### src/rtl/johnson_pkg.sv
// Shared types and Johnson-pattern helpers for the sequencing controller.
// Helpers take the live width as an argument so one package serves any N up to MaxN.
package johnson_pkg;

  localparam int unsigned MaxN = 16;

  typedef enum logic [0:0] {
    StIdle = 1'b0,
    StRun  = 1'b1
  } state_e;

  // Legal when, walking up from bit 0, the bits change value at most once.
  function automatic logic johnson_legal(input logic [MaxN-1:0] c, input int unsigned n);
    logic msb;
    logic ok;
    msb = c[n-1];
    ok  = 1'b1;
    for (int unsigned i = 1; i < MaxN; i++) begin
      if (i < n) begin
        if (!msb && c[i] && !c[i-1]) ok = 1'b0;
        if (msb && !c[i] && c[i-1]) ok = 1'b0;
      end
    end
    return ok;
  endfunction

  function automatic logic [2*MaxN-1:0] johnson_phase(input logic [MaxN-1:0] c,
                                                      input int unsigned n);
    int unsigned ones;
    int unsigned k;
    logic [2*MaxN-1:0] p;
    ones = 0;
    for (int unsigned i = 0; i < MaxN; i++) begin
      if (i < n && c[i]) ones++;
    end
    k = c[n-1] ? (n + (n - ones)) : ones;
    p = '0;
    if (johnson_legal(c, n)) p[k] = 1'b1;
    return p;
  endfunction

endpackage

### src/rtl/johnson_core.sv
// N-bit Johnson counter register with clear, parallel load and bidirectional step.
module johnson_core
  import johnson_pkg::*;
#(
  parameter int unsigned N = 4
) (
  input  logic         clk,
  input  logic         reset,
  input  logic         en,
  input  logic         dir,
  input  logic         load,
  input  logic [N-1:0] load_val,
  input  logic         clr,
  output logic [N-1:0] count
);

  logic [N-1:0] count_q;
  logic [N-1:0] count_d;

  always_comb begin
    count_d = count_q;
    if (clr) begin
      count_d = '0;
    end else if (load) begin
      count_d = load_val;
    end else if (en) begin
      count_d = dir ? {~count_q[0], count_q[N-1:1]} : {count_q[N-2:0], ~count_q[N-1]};
    end
  end

  always_ff @(posedge clk) begin
    if (reset) count_q <= '0;
    else       count_q <= count_d;
  end

  assign count = count_q;

endmodule

### src/rtl/johnson_seq_ctrl.sv
// Run controller for a Johnson counter: stepped runs, phase decode and illegal-pattern recovery.
module johnson_seq_ctrl
  import johnson_pkg::*;
#(
  parameter int unsigned N  = 4,
  parameter int unsigned CW = 8
) (
  input  logic           clk,
  input  logic           reset,
  input  logic           start,
  input  logic           stop,
  input  logic           dir,
  input  logic [CW-1:0]  steps,
  input  logic           load,
  input  logic [N-1:0]   load_val,
  output logic [N-1:0]   count,
  output logic [2*N-1:0] phase,
  output logic           busy,
  output logic           done,
  output logic           err
);

  state_e        state_q, state_d;
  logic [CW-1:0] rem_q, rem_d;
  logic          dir_q, dir_d;
  logic          done_q, done_d;
  logic          err_q, err_d;
  logic          core_en, core_load, core_clr;
  logic          illegal;

  johnson_core #(
    .N(N)
  ) u_core (
    .clk      (clk),
    .reset    (reset),
    .en       (core_en),
    .dir      (dir_q),
    .load     (core_load),
    .load_val (load_val),
    .clr      (core_clr),
    .count    (count)
  );

  assign illegal = !johnson_legal(MaxN'(count), N);

  always_comb begin
    state_d   = state_q;
    rem_d     = rem_q;
    dir_d     = dir_q;
    done_d    = 1'b0;
    err_d     = err_q;
    core_en   = 1'b0;
    core_load = 1'b0;
    core_clr  = 1'b0;
    // Recovery overrides everything else, in either state.
    if (illegal) begin
      core_clr = 1'b1;
      err_d    = 1'b1;
      state_d  = StIdle;
      rem_d    = '0;
    end else begin
      unique case (state_q)
        StIdle: begin
          if (load) begin
            core_load = 1'b1;
          end else if (start) begin
            err_d = 1'b0;
            if (steps != '0) begin
              dir_d   = dir;
              rem_d   = steps;
              state_d = StRun;
            end else begin
              done_d = 1'b1;
            end
          end
        end
        StRun: begin
          if (stop) begin
            state_d = StIdle;
            rem_d   = '0;
          end else begin
            core_en = 1'b1;
            rem_d   = rem_q - CW'(1);
            if (rem_q == CW'(1)) begin
              state_d = StIdle;
              done_d  = 1'b1;
            end
          end
        end
        default: state_d = StIdle;
      endcase
    end
  end

  always_ff @(posedge clk) begin
    if (reset) begin
      state_q <= StIdle;
      rem_q   <= '0;
      dir_q   <= 1'b0;
      done_q  <= 1'b0;
      err_q   <= 1'b0;
    end else begin
      state_q <= state_d;
      rem_q   <= rem_d;
      dir_q   <= dir_d;
      done_q  <= done_d;
      err_q   <= err_d;
    end
  end

  assign phase = (2*N)'(johnson_phase(MaxN'(count), N));
  assign busy  = (state_q == StRun);
  assign done  = done_q;
  assign err   = err_q;

endmodule

### config.mk
export PLATFORM = sky130hd
export DESIGN_NAME = johnson_seq_ctrl
export DESIGN_NICKNAME = d
export VERILOG_FILES = /design/src/rtl/johnson_pkg.sv /design/src/rtl/johnson_core.sv /design/src/rtl/johnson_seq_ctrl.sv
export SDC_FILE = /design/constraint.sdc
export NUM_CORES = 1
export LEC_CHECK = 0
export CAP_MARGIN = 10
export CORE_MARGIN = 2
export CORE_UTILIZATION = 47
export DETAILED_ROUTE_END_ITERATION = 6
export PLACE_DENSITY = 0.79
export SLEW_MARGIN = 20
export SYNTH_ARGS = -nofsm -noshare
export SYNTH_HDL_FRONTEND = slang
export SYNTH_HIERARCHICAL = 1
export SYNTH_SLANG_ARGS = --single-unit
### constraint.sdc
create_clock -name clk -period 2.3 [get_ports clk]
set_input_delay 0.69 -clock clk [delete_from_list [all_inputs] [get_ports clk]]
set_output_delay 0.69 -clock clk [all_outputs]
set_load 0.1 [all_outputs]
==> results of run 1 <==
synthesized netlist by cell type, types with 2 or more instances:
master / n / share of area [%]
sky130_fd_sc_hd__nor4_1: 4 / 2.1
sky130_fd_sc_hd__or4_1: 2 / 1.3
sky130_fd_sc_hd__a221oi_1: 2 / 1.5
sky130_fd_sc_hd__or3_1: 2 / 1.1
sky130_fd_sc_hd__mux2i_1: 4 / 3.4
sky130_fd_sc_hd__or3_2: 2 / 1.3
sky130_fd_sc_hd__a21oi_1: 15 / 6.4
sky130_fd_sc_hd__nand3b_1: 2 / 1.3
sky130_fd_sc_hd__nand2b_1: 3 / 1.6
sky130_fd_sc_hd__xor2_1: 2 / 1.5
sky130_fd_sc_hd__a211o_1: 2 / 1.5
sky130_fd_sc_hd__buf_2: 4 / 1.7
sky130_fd_sc_hd__ha_1: 5 / 5.3
sky130_fd_sc_hd__o211ai_1: 2 / 1.3
sky130_fd_sc_hd__nor2b_1: 5 / 2.7
sky130_fd_sc_hd__clkbuf_1: 2 / 0.64
sky130_fd_sc_hd__a2111oi_0: 2 / 1.5
sky130_fd_sc_hd__o21ai_0: 2 / 0.85
sky130_fd_sc_hd__nor3_1: 6 / 2.6
sky130_fd_sc_hd__nand2_1: 14 / 4.5
sky130_fd_sc_hd__a31oi_1: 3 / 1.6
sky130_fd_sc_hd__inv_1: 11 / 3.5
sky130_fd_sc_hd__a211oi_1: 2 / 1.3
sky130_fd_sc_hd__nor2_1: 11 / 3.5
sky130_fd_sc_hd__a22oi_1: 2 / 1.3
sky130_fd_sc_hd__dfxtp_1: 16 / 27
sky130_fd_sc_hd__nand3_1: 8 / 3.4
sky130_fd_sc_hd__nor3b_1: 3 / 1.9
worst max-delay path, cell delays in order, from the launching register on:
cell and delay [ns]:
sky130_fd_sc_hd__dfxtp_4 0.39, sky130_fd_sc_hd__inv_2 0.06, sky130_fd_sc_hd__ha_4 0.32, sky130_fd_sc_hd__xor2_4 0.17, sky130_fd_sc_hd__nor2_1 0.12, sky130_fd_sc_hd__a2111oi_4 0.40
sky130_fd_sc_hd__buf_12 0.22
timing repair:
item                       CTS  global route
pin swaps                    8             7
buffers inserted             3             2
hold endpoints to repair     0             0
gates resized for setup      7             4
setup endpoints to repair    8             8
layout by cell type (no fill, tap or decap), types with 3 or more instances in the layout:
cell type	Yosys	layout
sky130_fd_sc_hd__clkdlybuf4s50_1	0	17
sky130_fd_sc_hd__nor2b_1	5	5
sky130_fd_sc_hd__nand2_1	14	13
sky130_fd_sc_hd__mux2i_1	4	3
sky130_fd_sc_hd__dfxtp_4	0	4
sky130_fd_sc_hd__ha_4	0	3
sky130_fd_sc_hd__a31oi_1	3	3
sky130_fd_sc_hd__clkbuf_4	0	3
sky130_fd_sc_hd__buf_4	0	25
sky130_fd_sc_hd__nor2_1	11	9
sky130_fd_sc_hd__nand3_1	8	8
sky130_fd_sc_hd__a21oi_1	15	13
sky130_fd_sc_hd__dfxtp_1	16	12
sky130_fd_sc_hd__nor3_4	0	4
sky130_fd_sc_hd__inv_1	11	6
sky130_fd_sc_hd__inv_4	0	3
sky130_fd_sc_hd__nor3b_1	3	3
sky130_fd_sc_hd__buf_12	0	13
how the worst min path moves through the flow:
stage	start	end
2_1_floorplan	rem_q[1]	rem_q[1]
3_3_place_gp	rem_q[1]	rem_q[1]
3_5_place_dp	rem_q[1]	rem_q[1]
4_1_cts	rem_q[1]	rem_q[1]
5_1_grt	rem_q[3]	rem_q[3]
6_report	rem_q[1]	rem_q[1]
cell families after synthesis:
kind of cell	Yosys count	synth area share [%]
muxes	4	3.40
and+or+nand+nor	69	32.2
xor gates and xnor gates	2	1.49
AOI/OAI and AO/OA	41	23.5
buffers and inverters	18	6.81
DFF	16	27.2
adders and majority gates	5	5.32
sequential cells by signal, indices dropped and copies added, names as in the netlist:
signal / flops
u_core/count: 4
err: 1
dir_q: 1
busy: 1
rem_q: 8
done: 1
stage by stage:
step                      utilization, %  power, mW  setup TNS, ns
final                               86.4       1.99          -2.85
after global placement              81.3       1.69         -0.348
after CTS                           84.9       1.94          -2.54
after global routing                86.4       2.06          -3.30
after floorplan                        -       1.31          -5.80
after detailed placement            81.3       1.71         -0.661
report_power, final:
group / leakage, nW / internal (mW) / switching (mW)
Sequential: 0.134 / 0.319 / 0.0570
Clock: 0.0150 / 0.0677 / 0.0984
Combinational: 0.620 / 0.579 / 0.869
cell type report:
type / count / area [µm²]
clock buffer: 4 / 26.3
fill: 136 / 332
inverter: 11 / 52.6
multi-input combinational: 121 / 993
sequential: 16 / 335
tap: 30 / 37.5
timing repair buffer: 58 / 656
layer usage:
metal	GRT usage (%)	share of wire (%)	up-vias
met3	7.78	6.0	19
met2	54.1	53	80
met5	0	0	-
met4	8.33	2.9	0
met1	30.4	38	668
li1	-	-	688
==> run_results.csv, run 1 <==
group,metric,value,unit
run,maxCapViolations,0,
pwr,leak_pwr,0.768,nW
logic_synthesis,synth_fp_nets,178,
route,detailed_route_via_count,1455,
placement,place_congestion,0.917,
logic_synthesis,async_reset_ff_share,0,%
clocking,root_buffer,"sky130_fd_sc_hd__clkbuf_4",
worst_setup_path,worst_setup_path_endpoint,"phase[3]",
placement,placedCellCount,231,
layout,area_growth,78.6,%
timing,fin_crit_sh,117,%
timing,timing.clock.skew,0.0150,ns
outcome,violated_checks,"setup timing",
worst_setup_path,endpoint_required_time_on_the_critical_path,1.61,ns
route,drt_pre_antenna_iters,4,
worst_setup_path,rrSetupSlack,0.32,ns
route,drt-initial-drc-count,68,
clocking,ctsHoldBuffers,0,
clocking,worst_skew_pair.late_latency,0.31,ns
worst_setup_path,launching_point_of_the_worst_reg2reg_path,"u_core/count[1]",
worst_setup_path,critPathLaunchType,"flip-flop",
worst_hold_path,whs_path_depth,2,
logic_synthesis,post_synth.cell_area_avg,7.59,µm²
pwr,power_density,948,nW/µm²
clocking,cts_buffer_depth,2,
route,drc_errors,0,
logic_synthesis,synth_edf_count,0,
placement,post-place-ws,-0.172,ns
worst_hold_path,timing.hold.worst.class,"reg -> reg",
placement,placement.cell_area,1980,µm²
logic_synthesis,ys_seq_area_share,27.2,%
timing,post-route-worst-setup-slack,-0.383,ns
timing,final-setup-viol-count,8,
worst_setup_path,critical_path_class,"reg -> out",
clocking,clk_transition_reported_paths,0.11,ns
route,routedWlPerCell,17.0,µm
grt,grt_pass1_vias,1333,
outcome,outcome,"finished, violations left",
grt,first_pass_grt_wire_length,5950,µm
layout,fin_nets,234,
grt,grt_max_degree,13,
timing,hold_ws,0.514,ns
layout,antennaDiodeCount,0,
placement,port_buffers,32,
logic_synthesis,ys_warn_count,6,
route,postRouteAntennaNets,0,
floorplanning,die_h,54.0,µm
clocking,clock_sinks,16,
timing,report.final.hold_viol_count,0,
placement,detailed_place_hpwl,2930,µm
logic_synthesis,yosys_most_used_dff,"sky130_fd_sc_hd__dfxtp_1",
timing,timing.fmax,373,MHz
timing,grt_setup_unrepaired,"true",
route,routed_via_density,6.06,
logic_synthesis,postSynthRegisterBits,16,
timing,slew_viol_final,0,
timing,final_period_minus_worst_setup_slack,2.68,ns
worst_setup_path,setup.worst_path.end_class,"output port",
layout,final_layout_size_suffix_gt1_share,38.1,%
floorplanning,rows,18,
clocking,cts_buffers,3,
logic_synthesis,netlist_instances,155,
clocking,h-tree-depth,1,
timing,worst_slew_pin_slew,0.445,ns
worst_setup_path,setup.worst_path.start,"u_core/count[0]",
floorplanning,die-width,54.0,µm
grt,grt_util_all_layers,28.5,%
floorplanning,dieArea,2920,µm²
floorplanning,pin_count,33,
clocking,tritoncts,"done",
worst_setup_path,ff2ff_path_depth,9,
worst_setup_path,timing.critical_path.fanout_max,4,
layout,finish.instance_area,2100,µm²
layout,post_layout_nonfiller_instances,240,
grt,grt.overflow.total,0,
grt,antenna_violations_before_repair,0,
logic_synthesis,syn_area,1180,µm²
route,routed_wl,4090,µm
floorplanning,fp.coreArea,2430,µm²
worst_setup_path,critPathArrivalTime,1.99,ns
floorplanning,initial_core_util,48.4,%
logic_synthesis,synth_cell_type_count,45,
worst_setup_path,regToRegEndpoint,"u_core/count[3]",
pwr,ir_worst_vdd,0.811,mV
timing,timing.slew.headroom,70.1,%
Note: power is estimated with default switching activity, not from simulation.
==> run 2, diff against run 1 <==
GPL_TIMING_DRIVEN = 0   (was default)
RECOVER_POWER = 50   (was default)
==> run 2 against run 1 <==
The run still ends with setup timing left; largest power group unchanged; critical endpoint is now phase[0]; sequential power shrank 1%; final cell count grew 2.1%; clock skew shrank 0.013 ns.
==> run_results.csv, run 2 (synthesized netlist as in run 1, its figures left out) <==
group,metric,value,unit
floorplanning,pin_count,33,
timing,slew_viol_final,0,
timing,final_period_minus_worst_setup_slack,2.71,ns
worst_setup_path,critPathLaunchType,"flip-flop",
floorplanning,initial_core_util,48.4,%
clocking,cts_buffer_depth,2,
grt,grt_max_degree,11,
layout,area_growth,79.0,%
outcome,violated_checks,"setup timing",
layout,post_layout_nonfiller_instances,245,
floorplanning,fp.coreArea,2430,µm²
layout,antennaDiodeCount,0,
layout,register_area,335,µm²
pwr,leak_pwr,0.783,nW
layout,largest-register,"rem_q",
layout,final_util,86.6,%
floorplanning,rows,18,
placement,placedCellCount,217,
layout,final_cell_mix,"sky130_fd_sc_hd__buf_4 (19), sky130_fd_sc_hd__clkdlybuf4s50_1 (17), sky130_fd_sc_hd__nand2_1 (13), sky130_fd_sc_hd__a21oi_1 (13), sky130_fd_sc_hd__dfxtp_1 (12)",
route,postRouteAntennaNets,0,
timing,grt_setup_unrepaired,"true",
clocking,h-tree-depth,1,
outcome,outcome,"finished, violations left",
run,maxCapViolations,0,
layout,n_fill_cell,138,
placement,placement.cell_area,1770,µm²
route,routedWlPerCell,18.3,µm
route,drt_pre_antenna_iters,5,
grt,grt.overflow.total,0,
clocking,worst_skew_pair.late_latency,0.29,ns
layout,fin_nets,239,
layout,final_layout_size_suffix_gt1_share,38.1,%
route,drt-initial-drc-count,45,
clocking,cts_buffers,3,
layout,leading_cell_type_in_the_layout_fill_and_taps_excluded,"sky130_fd_sc_hd__buf_4",
floorplanning,die_h,54.0,µm
worst_setup_path,setup.worst_path.end_class,"output port",
timing,final-setup-viol-count,8,
route,drc_errors,0,
route,detailed_route_via_count,1518,
clocking,tritoncts,"done",
pwr,design_power_total,1.98,mW
timing,hold_ws,0.525,ns
timing,timing.fmax,370,MHz
worst_setup_path,timing.critical_path.fanout_max,5,
timing,post-route-worst-setup-slack,-0.405,ns
placement,detailed_place_hpwl,2560,µm
layout,finish.instance_area,2110,µm²
grt,grt_util_all_layers,29.9,%
worst_hold_path,timing.hold.worst.class,"reg -> reg",
pwr,power_density,939,nW/µm²
worst_setup_path,endpoint_required_time_on_the_critical_path,1.61,ns
timing,report.final.hold_viol_count,0,
timing,worst_slew_pin_slew,0.964,ns
floorplanning,die-width,54.0,µm
timing,timing.clock.skew,0.00218,ns
clocking,root_buffer,"sky130_fd_sc_hd__clkbuf_4",
pwr,ir_worst_vdd,0.808,mV
grt,grt_pass1_vias,1390,
timing,timing.slew.headroom,36.0,%
layout,multi_input_comb_area,1030,µm²
grt,first_pass_grt_wire_length,6370,µm
clocking,ctsHoldBuffers,0,
placement,place_congestion,0.856,
placement,port_buffers,32,
grt,antenna_violations_before_repair,0,
floorplanning,dieArea,2920,µm²
timing,fin_crit_sh,118,%
worst_setup_path,critical_path_class,"reg -> out",
route,routed_via_density,6.20,
layout,largest_register_ffs,8,
clocking,clk_transition_reported_paths,0.10,ns
clocking,clock_sinks,16,
route,routed_wl,4490,µm
worst_setup_path,critPathArrivalTime,2.02,ns
## run 2: cell types whose count changed in the layout (fill, tap and decap cells not counted), moves of 4 or more
cell,before,now
sky130_fd_sc_hd__buf_6,2,10
sky130_fd_sc_hd__buf_4,25,19
sky130_fd_sc_hd__dlygate4sd2_1,0,4
sky130_fd_sc_hd__buf_12,13,5
## run 2: critical path, stage by stage, from the launching register on
cell and delay (ns):
sky130_fd_sc_hd__dfxtp_4 0.39, sky130_fd_sc_hd__ha_4 0.17, sky130_fd_sc_hd__inv_4 0.06, sky130_fd_sc_hd__mux2i_4 0.07
sky130_fd_sc_hd__ha_4 0.30, sky130_fd_sc_hd__clkinvlp_4 0.15, sky130_fd_sc_hd__buf_6 0.16, sky130_fd_sc_hd__nor4_4 0.16
sky130_fd_sc_hd__buf_6 0.26
## run 2: cell type report
class	count	share of cell area, %
inverters	11	2.38
plain buffers	7	3.86
flip-flops and latches	16	15.9
clock buffers	3	1.07
repair buffers	55	25.8
multi-input cells	122	49.0
well taps	30	1.78
clock inverters	1	0.178
## run 2: what timing repair did
| item | in CTS | in global routing |
|---|---|---|
| gates cloned | 0 | 1 |
| gates resized for setup | 76 | 17 |
| pin swaps | 10 | 6 |
| setup endpoints to repair | 15 | 21 |
| buffers inserted | 22 | 3 |
## run 2: through the flow
step | setup slack [ns] | setup TNS [ns]
6_report | -0.405 | -2.77
5_1_grt | -0.470 | -3.44
4_1_cts | -0.378 | -2.48
3_5_place_dp | -1.16 | -9.00
3_3_place_gp | -1.13 | -8.58
2_1_floorplan | -0.943 | -5.80
## run 2: metal layers
metal	up-vias	routed length (µm)	track usage, %
li1	690	-	-
met1	726	1710	31.9
met2	78	2350	57.3
met3	24	251	4.72
met4	0	177	12.9
met5	-	0	0
## run 2: path summary, 6_finish.rpt
check             slack (ns)  endpoint            start  cells past startpoint
setup / recovery       -0.41  phase[0]  u_core/count[1]                      8
hold / removal          0.52  rem_q[1]         rem_q[1]                      2
setup reg to reg        0.16     dir_q  u_core/count[1]                     13
hold reg to reg         0.52  rem_q[1]         rem_q[1]                      2
## run 2: power by group
part           leakage [nW]  switching (mW)  internal, mW
registers             0.134          0.0526         0.319
clock network        0.0154          0.0979        0.0632
logic                 0.635           0.901         0.544
==> run 3, diff against run 2 <==
CORE_MARGIN = 1   (was 2)
MAX_ROUTING_LAYER = met4   (was default)
==> run 3 against run 2 <==
The flow still finishes with violations (setup timing); final cell count shrank 0.82%; clock power about the same; cell area rose by 0.48%; maximum frequency decreased by 3.7%; combinational power is 5% higher; critical path depth is the same; setup slack worse by 0.10 ns; clock skew grew 0.0024 ns.
==> run_results.csv, run 3 (synthesized netlist as in run 1, its figures left out) <==
group,metric,value,unit
clocking,clk_transition_reported_paths,0.10,ns
layout,largest_register_ffs,8,
worst_setup_path,critPathLaunchType,"flip-flop",
worst_setup_path,rrSetupSlack,-0.12,ns
layout,final_layout_size_suffix_gt1_share,37.2,%
outcome,outcome,"finished, violations left",
worst_setup_path,timing.critical_path.fanout_max,6,
layout,area_growth,79.9,%
worst_setup_path,cp_slowest_cell,"sky130_fd_sc_hd__dfxtp_4",
floorplanning,rows,17,
clocking,clock_sinks,16,
layout,final_cell_mix,"sky130_fd_sc_hd__buf_4 (18), sky130_fd_sc_hd__clkdlybuf4s50_1 (16), sky130_fd_sc_hd__nand2_1 (14)",
grt,first_pass_grt_wire_length,6930,µm
pwr,combPwrFrac,73.8,%
pwr,p_int,0.949,mW
worst_hold_path,timing.hold.worst.class,"reg -> reg",
route,drc_errors,0,
grt,grt_util_all_layers,37.0,%
grt,grt_pass1_vias,1449,
pwr,leak_pwr,0.799,nW
route,detailed_route_via_count,1690,
pwr,pwr-share-clk,7.9,%
floorplanning,dieArea,2710,µm²
worst_setup_path,critical_path_class,"reg -> out",
clocking,tritoncts,"done",
timing,grt_setup_unrepaired,"true",
timing,worst_slew_pin_slew,1.02,ns
floorplanning,initial_core_util,51.7,%
pwr,power_density,968,nW/µm²
clocking,cts_buffers,3,
route,drt_pre_antenna_iters,5,
clocking,ctsHoldBuffers,0,
layout,leading_cell_type_in_the_layout_fill_and_taps_excluded,"sky130_fd_sc_hd__buf_4",
outcome,violated_checks,"setup timing",
placement,post-place-ws,-1.15,ns
grt,grt.overflow.total,0,
run,maxCapViolations,0,
worst_setup_path,setup.worst_path.end_class,"output port",
worst_setup_path,critPathArrivalTime,2.12,ns
grt,antenna_violations_before_repair,0,
pwr,ir_worst_vdd,1.18,mV
clocking,root_buffer,"sky130_fd_sc_hd__clkbuf_4",
route,routed_via_density,6.95,
route,postRouteAntennaNets,0,
floorplanning,die-width,52.0,µm
layout,fin_nets,239,
timing,timing.fmax,356,MHz
pwr,power_frac_seq,18.4,%
placement,place_congestion,0.950,
pwr,netSwitchingPower,1.10,mW
placement,port_buffers,32,
route,routedWlPerCell,22.1,µm
pwr,design_power_total,2.05,mW
clocking,cts_buffer_depth,2,
placement,detailed_place_hpwl,2710,µm
clocking,worst_skew_pair.late_latency,0.30,ns
layout,largest-register,"rem_q",
layout,antennaDiodeCount,0,
worst_setup_path,endpoint_required_time_on_the_critical_path,1.61,ns
timing,report.final.hold_viol_count,0,
timing,final-setup-viol-count,11,
worst_setup_path,cpPeakStageDelay,0.39,ns
timing,post-route-worst-setup-slack,-0.509,ns
timing,fin_crit_sh,122,%
worst_setup_path,worstPathCellList,"buf_6 > buf_6 > o211ai_1 > nand2_1 > clkbuf_16 > buf_4 > nor3_4 > buf_12",
route,routed_wl,5380,µm
worst_setup_path,cpMostUsedCell,"sky130_fd_sc_hd__buf_6",
timing,timing.slew.headroom,31.5,%
clocking,h-tree-depth,1,
floorplanning,fp.coreArea,2280,µm²
timing,final_period_minus_worst_setup_slack,2.81,ns
timing,timing.clock.skew,0.00458,ns
timing,slew_viol_final,0,
route,drt-initial-drc-count,160,
pwr,power.share.switching,53.7,%
floorplanning,pin_count,33,
grt,grt_max_degree,11,
floorplanning,die_h,52.0,µm
run 3: worst paths after layout:
kind	from	endpoint	depth (start not counted)
max	u_core/count[1]	phase[6]	8
min	rem_q[3]	rem_q[3]	2
max reg2reg	u_core/count[1]	u_core/count[2]	13
min reg2reg	rem_q[3]	rem_q[3]	2
run 3: through the flow:
step	TNS, ns	hold slack [ns]	instances	utilization [%]	area, µm²
after CTS	-2.89	0.526	236	89.3	2030
after detailed placement	-9.17	0.513	215	77.7	1770
after floorplan	-5.80	0.466	155	-	1410
after global placement	-8.62	0.484	215	77.7	1770
final	-3.85	0.542	243	93.0	2120
after global routing	-4.35	0.571	243	93.0	2120
run 3: area by class of cell:
type / instances / area [µm²]
Inverter: 11 / 52.6
Tap cell: 28 / 35.0
Clock inverter: 1 / 3.75
Fill cell: 78 / 160
Timing Repair Buffer: 56 / 578
Sequential cell: 16 / 335
Buffer: 7 / 86.3
Clock buffer: 3 / 22.5
Multi-Input combinational cell: 121 / 1000
run 3: critical path: cells and delay by family (launching register included):
family,cells,cell delay [ns]
AND/OR/NAND/NOR,2,0.40
AO/OA/AOI/OAI,1,0.24
buffers and inverters,5,0.79
flip-flops,1,0.39
run 3: metal layers:
metal  share of wire [%]  GRT usage, %  vias to the layer above
met5                   0             -                        -
met2                  48          64.5                      155
met4                 8.1          26.1                        0
met1                  34          37.6                      785
li1                    -             -                      692
met3                  10          5.26                       58
run 3: power by group through the flow:
stage          combinational [mW]  sequential [mW]  clock, mW
4_1_cts                      1.38            0.368      0.157
5_1_grt                      1.55            0.378      0.168
2_1_floorplan               0.801            0.506          0
3_5_place_dp                 1.17            0.378          0
6_report                     1.51            0.376      0.161
3_3_place_gp                 1.13            0.375          0
run 3: what timing repair did:
item / 4_1_cts / 5_1_grt
pin swaps: 11 / 10
resized for setup: 84 / 12
setup endpoints to repair: 15 / 15
buffers inserted: 17 / 7
